File: src/rtl/spm_protect_seq.sv
// Sequencer for the Sancus protect operation: validates a layout, runs the slot overlap check,
// allocates the lowest free slot, commits it with a fresh ID and streams the module key into it.
module spm_protect_seq #(
  parameter int unsigned NB_SPMS      = 4,
  parameter int unsigned KEY_WORDS    = 4,
  parameter int unsigned KEY_IDX_SIZE = 2
) (
  input  logic                    mclk,
  input  logic                    puc_rst,
  input  logic                    start,
  input  logic [15:0]             r12,
  input  logic [15:0]             r13,
  input  logic [15:0]             r14,
  input  logic [15:0]             r15,
  input  logic [NB_SPMS-1:0]      slot_enabled,
  input  logic                    violation_any,
  input  logic [15:0]             key_word,
  input  logic                    key_valid,
  output logic                    key_ready,
  output logic [15:0]             cfg_r12,
  output logic [15:0]             cfg_r13,
  output logic [15:0]             cfg_r14,
  output logic [15:0]             cfg_r15,
  output logic                    check_new_spm,
  output logic [NB_SPMS-1:0]      update_spm,
  output logic                    enable_spm,
  output logic [15:0]             next_id,
  output logic [15:0]             spm_key_select,
  output logic                    write_key,
  output logic [KEY_IDX_SIZE-1:0] key_idx,
  output logic [15:0]             key_in,
  output logic                    busy,
  output logic                    done,
  output logic                    error,
  output logic [1:0]              err_code
);

  typedef enum logic [2:0] {StIdle, StCheck, StAlloc, StKey, StDone} state_e;

  state_e                  state_q;
  logic [15:0]             cfg_r12_q, cfg_r13_q, cfg_r14_q, cfg_r15_q;
  logic [NB_SPMS-1:0]      slot_oh_q;
  logic [KEY_IDX_SIZE-1:0] word_cnt_q;
  logic [15:0]             next_id_q, next_id_d;
  logic                    error_q;
  logic [1:0]              err_code_q;

  logic [NB_SPMS-1:0] free_slots;
  logic [NB_SPMS-1:0] lowest_free;
  logic               layout_bad;
  logic               last_word;

  assign free_slots  = ~slot_enabled;
  // Two's-complement trick isolates the lowest set bit as a one-hot slot select.
  assign lowest_free = free_slots & (~free_slots + NB_SPMS'(1));
  assign layout_bad  = (r12 >= r13) | (r14 > r15);
  assign last_word   = (word_cnt_q == KEY_IDX_SIZE'(KEY_WORDS - 1));

  // ID 0 means "no module", so the counter skips it on wrap.
  always_comb begin
    next_id_d = next_id_q;
    if (state_q == StAlloc) begin
      next_id_d = (next_id_q == 16'hFFFF) ? 16'h0001 : next_id_q + 16'd1;
    end
  end

  always_ff @(posedge mclk or posedge puc_rst) begin
    if (puc_rst) begin
      state_q    <= StIdle;
      cfg_r12_q  <= '0;
      cfg_r13_q  <= '0;
      cfg_r14_q  <= '0;
      cfg_r15_q  <= '0;
      slot_oh_q  <= '0;
      word_cnt_q <= '0;
      next_id_q  <= 16'h0001;
      error_q    <= 1'b0;
      err_code_q <= 2'd0;
    end else begin
      error_q   <= 1'b0;
      next_id_q <= next_id_d;
      unique case (state_q)
        StIdle: begin
          if (start) begin
            cfg_r12_q <= r12;
            cfg_r13_q <= r13;
            cfg_r14_q <= r14;
            cfg_r15_q <= r15;
            if (layout_bad) begin
              error_q    <= 1'b1;
              err_code_q <= 2'd1;
            end else begin
              err_code_q <= 2'd0;
              state_q    <= StCheck;
            end
          end
        end
        StCheck: begin
          if (violation_any) begin
            error_q    <= 1'b1;
            err_code_q <= 2'd2;
            state_q    <= StIdle;
          end else if (&slot_enabled) begin
            error_q    <= 1'b1;
            err_code_q <= 2'd3;
            state_q    <= StIdle;
          end else begin
            slot_oh_q <= lowest_free;
            state_q   <= StAlloc;
          end
        end
        StAlloc: begin
          word_cnt_q <= '0;
          state_q    <= StKey;
        end
        StKey: begin
          if (key_valid) begin
            if (last_word) begin
              word_cnt_q <= '0;
              state_q    <= StDone;
            end else begin
              word_cnt_q <= word_cnt_q + KEY_IDX_SIZE'(1);
            end
          end
        end
        StDone:  state_q <= StIdle;
        default: state_q <= StIdle;
      endcase
    end
  end

  assign busy           = (state_q != StIdle);
  assign check_new_spm  = (state_q == StCheck);
  assign enable_spm     = (state_q == StAlloc);
  assign update_spm     = enable_spm ? slot_oh_q : '0;
  assign key_ready      = (state_q == StKey);
  assign done           = (state_q == StDone);
  assign write_key      = key_valid & key_ready;
  assign key_idx        = word_cnt_q;
  assign key_in         = key_word;
  assign spm_key_select = cfg_r12_q;
  assign cfg_r12        = cfg_r12_q;
  assign cfg_r13        = cfg_r13_q;
  assign cfg_r14        = cfg_r14_q;
  assign cfg_r15        = cfg_r15_q;
  assign next_id        = next_id_q;
  assign error          = error_q;
  assign err_code       = err_code_q;

endmodule

File: config.mk
export PLATFORM = sky130hd
export DESIGN_NAME = spm_protect_seq
export DESIGN_NICKNAME = d
export VERILOG_FILES = /design/src/rtl/spm_protect_seq.sv
export SDC_FILE = /design/constraint.sdc
export NUM_CORES = 1
export LEC_CHECK = 0
export ABC_CLOCK_PERIOD_IN_PS = 3400
export BUFFER_PORTS_ARGS = -buffer_cell sky130_fd_sc_hd__buf_4
export CORE_ASPECT_RATIO = 1.25
export CORE_UTILIZATION = 45
export CTS_CLUSTER_SIZE = 10
export DETAILED_ROUTE_END_ITERATION = 6
export PLACE_DENSITY = 0.77
export RECOVER_POWER = 50
export SLEW_MARGIN = 15
export SYNTH_ARGS = -nofsm -noshare
export SYNTH_HDL_FRONTEND = slang
export SYNTH_SLANG_ARGS = --single-unit
File: constraint.sdc
create_clock -name mclk -period 3.4 [get_ports mclk]
set_clock_uncertainty 0.1 [all_clocks]
set_input_delay 0.34 -clock mclk [delete_from_list [all_inputs] [get_ports mclk]]
set_output_delay 0.34 -clock mclk [all_outputs]
set_load 0.05 [all_outputs]
# --- Word level (Yosys, flattened, before mapping) ---
# Cells that the tools add are included.
word_totals:
  out_inout_bits: 127
  register_bits: 92
  elab_cells: 65
op_classes:
  n_reduce_logical: 10
  eq_ne: 11
  magnitude_cmp: 2
  bitwise: 7
  add_sub_neg: 3
  muxes: 22
op_table:
  columns: ["operator", "count"]
  rows:
  - ["16-bit by 1-bit adder with 16-bit output (second input constant)", 1]
  - ["16-bit == test (second input constant)", 1]
  - ["16-bit greater-or-equal comparator", 1]
  - ["16-bit greater-than comparator", 1]
  - ["16-bit two-way mux", 1]
  - ["2-bit two-way mux", 7]
  - ["3-bit two-way mux", 4]
  - ["3-bit case mux with 4 select lines", 1]
  - ["4-bit NOT", 2]
  - ["2-bit case mux with 2 select lines", 2]
  - ["4-bit AND reduction", 2]
  - ["3-bit by 2-bit == test with 1-bit output (second input constant)", 2]
  - ["2-bit inequality test (second input constant)", 3]
  - ["3-bit AND reduction", 2]
  - ["1-bit two-way mux", 5]
  - ["4-bit by 1-bit adder with 4-bit output (second input constant)", 1]
  - ["4-bit bitwise AND", 1]
  - ["4-bit two-way mux", 1]
  - ["2-bit AND reduction", 2]
  - ["2-bit nonzero test", 2]
  - ["3-bit by 1-bit == test with 1-bit output (second input constant)", 1]
  - ["3-bit == test (second input constant)", 1]
  - ["3-bit logical NOT", 1]
  - ["3-bit by 2-bit inequality test with 1-bit output (second input constant)", 1]
  - ["other kinds (8)", 9]

# --- Logic depth before layout (Yosys ltp) ---
depth:
  ltp_word: 5
  ltp_mapped: 7
  mapped_depth_nobuf: 7

# --- Worst setup path after synthesis ---
# Ideal clock, no wire load.
synth_timing:
  kind: "reg2out"
  from: "register state_q[0]"
  to: "output port write_key"
  slack_ps: 1132
  arrival_ps: 1828
  path_buffers: 0
  stages_incl_launch_ff: 5
  cell_sequence: "dfrtp_1 > nand2_1 > nor2_1 > nand2_1 > inv_1"
synth_via:
  elab_chain_len: 2
synth_lines:
  columns: ["element", "line", "rtl"]
  rows:
  - ["start: declaration", "40", "state_e state_q;"]
  - ["start signal: assignment", "69", "state_q <= StIdle;"]
  - ["start signal: assignment", "94", "state_q <= StCheck;"]
  - ["start signal: assignment", "102", "state_q <= StIdle;"]
  - ["3-bit by 2-bit == test with 1-bit output", "136", "assign key_ready = (state_q == StKey);"]
  - ["via key_ready", "19", "output logic key_ready,"]
  - ["1-bit bitwise AND", "138", "assign write_key = key_valid & key_ready;"]
  - ["end: declaration", "29", "output logic write_key,"]
# The timed path passes the listed nets, and every way through them passes these cells.

==> summary.md <==
| Metric | Value |
|---|---|
| Kind of critical path | `in2async` |
| Synth cell count leaders | `dfrtp_1, mux2_2, inv_1` |
| DIE AREA | `~11000 um2` |
| Clk sinks | `92` |
| Synth area leader | `dfrtp_1` |
| CTS tree | `done` |
| Chip width | `94.6 um` |
| Minimum clock period after layout | `roughly 2.3 ns` |
| Reg clk slew, reported paths | `approximately 0.060 ns` |
| Hold_sp | `slot_enabled[2]` |
| Mapped Cells | `426` |
| Startpoint Class | `primary input` |
| Distinct cells, synth | `48` |
| RD Place Congestion | `0.816` |
| Largest net degree at the start of global routing | `between 90 and 100` |
| Crit. Startpoint | `puc_rst` |
| Status | `finished, violations left` |
| Asr flop ratio synth | `between 90% and 100%` |
| Ys flop type | `dfrtp_1` |
| Most common cell in the synthesized netlist | `dfrtp_1` |
| WP data required | `around 3.3 ns` |
| Final Cycle Share | `between 60% and 70%` |
| DR iter-0 viols | `around 110` |
| DR vias | `approximately 3700` |
| Setup Viol. Count Final | `0` |
| Slew HR | `-48.3%` |
| Post-DRT Antenna Nets | `0` |
| Std-Cell Rows | `between 40 and 50` |
| VDD IR max | `around 0.74 mV` |
| Share of cells above drive strength 1 | `between 30% and 40%` |
| Leakage | `~3.1 nW` |
| Placeable Area | `around 10000 um2` |
| First-pass GRT wire length | `roughly 18 mm` |
| Routed len/inst | `~15 um` |
| Violated checks | `max-capacitance violations, max-slew violations` |
| DRT Wirelength | `about 11 mm` |
| Area added between synthesis and finish | `29.1%` |
| Yosys warning total | `0` |
| PwrDens | `1100 nW/um2` |
| Initial DRT Pass Iterations | `4` |
| Max Buffers Root-to-Sink | `2` |
| Hold Buf Count CTS | `0` |
| Top cells by area, synth | `dfrtp_1, mux2_2, ha_1` |
| #FFs+latches synth | `92` |
| Later-pin clock latency in the skew report | `between 0.3 and 0.4 ns` |
| IO buf count | `between 150 and 200` |
| Initial antenna violation count | `0` |
| Worst Path Max Fanout | `92` |
| Maxcap violations | `1` |
| Syn nets | `549` |
| Util after Layout | `approximately three fifths` |
| Post-synth top area share | `47.2%` |
| Post-CTS resize count | `0` |
| Initial core utilization | `47.0%` |
| Clock root buffer | `clkbuf_16` |
| Setup tns final | `0 ns` |
| Sequential area share after synthesis | `between 40% and 50%` |
| Final hold violations | `0` |
| FF-to-FF Start | `state_q[1]` |
| Synthesized area | `about 4800 um2` |
| Net count, final | `703` |
| CP arrival | `about 2.1 ns` |
| Post-CTS Setup Bufs | `0` |
| Number of synthesized flops with an enable pin | `0` |
| Max Slew Vio Count | `between 90 and 100` |
| Via density per instance | `between 5 and 6` |
| Worst-margin pin slew | `between 2 and 2.5 ns` |
| H-tree levels | `3` |
| Ports | `approximately 220` |
| DRC Markers | `0` |
| Type of the most critical hold path | `in2reg` |
| GRT Overall Usage | `20.8%` |
| Die Height | `118 um` |
| CTS buffer count | `9` |
| Post-DP HPWL | `8.74 mm` |
| RSZ-0062 raised after global routing | `no` |
| Overflow after GRT | `0` |
| Avg Inst Size Synth | `between 10 and 15 um2` |
| Fmax | `~440 MHz` |
| CP Capture Type | `asynchronous set/reset pin` |
| Number of global-route vias before repair | `3763` |
| Antenna Cells | `0` |
power by group:
part	switching [W]	internal, W
Clock	0.000397	0.000663
Combinational	0.00279	0.00108
Sequential	0.000349	0.00159
metal layers:
layer	up-vias	part of all wire [%]	track usage [%]
met2	131	53	36.6
met5	-	0	0
li1	1745	-	-
met1	1763	37	23.3
met3	23	6.5	4.78
met4	0	2.6	9.66
final timing paths:
kind / endpoint / slack (ns) / cells after the start
max in group mclk: enable_spm / 1.19 / 3
hold reg to reg: slot_oh_q[0] / 0.39 / 2
min in group asynchronous: cfg_r14[9] / 0.73 / 3
setup / recovery: cfg_r13[14] / 1.15 / 3
setup reg to reg: cfg_r14[3] / 1.21 / 4
hold / removal: slot_oh_q[2] / 0.1 / 2
sequential cells by signal, summed over array words and instances (netlist names):
signal / cells
cfg_r15: 16
error: 1
slot_oh_q: 4
key_idx: 2
cfg_r14: 16
err_code: 2
cfg_r12: 16
next_id: 16
state_q: 3
cfg_r13: 16
placed cells by master, fill, tap and decap left out, types with 9 or more instances in the layout:
master and n:
buf_4 136, dfrtp_1 91, mux2_2 64, clkbuf_1 48, inv_1 38, ha_1 34, nand2_1 27, nor2_1 23
a21oi_1 13, nand3_1 11, clkbuf_16 9
metrics by stage:
stage | setup slack, ns | hold WS (ns) | area [um2] | cells | power (W)
after CTS | 1.19 | 0.0343 | 6410 | 714 | 0.00720
after global placement | 1.22 | 0.360 | 6100 | 698 | 0.00603
after floorplan | 0.570 | 0.339 | 4820 | 426 | 0.00502
final | 1.15 | 0.0996 | 6230 | 714 | 0.00688
after detailed placement | 1.17 | 0.366 | 6100 | 698 | 0.00611
after global routing | 0.611 | 0.100 | 6230 | 714 | 0.00719
final cells by class:
class | instances | area, um2
flip-flops and latches | 92 | 2300
clock inverters | 4 | 72.6
multi-input cells | 252 | 2070
repair buffers | 185 | 1230
well taps | 129 | 161
fillers | 923 | 4030
clock buffers | 12 | 246
inverters | 40 | 151
worst max-delay path, cell delays in order:
cell	delay, ns
clkbuf_4	0.11
clkinvlp_2	0.05
clkbuf_2	1.56
logic make-up after synthesis:
family / after synthesis / share of synthesized area [%]
and+or+nand+nor: 96 / 10.6
DFF: 92 / 47.8
buffers and inverters: 82 / 9.50
muxes: 64 / 14.9
AOI/OAI and AO/OA: 45 / 6.02
adders and majority gates: 34 / 8.82
xor gates and xnor gates: 13 / 2.36
Note: power is estimated with default switching activity, not from simulation.
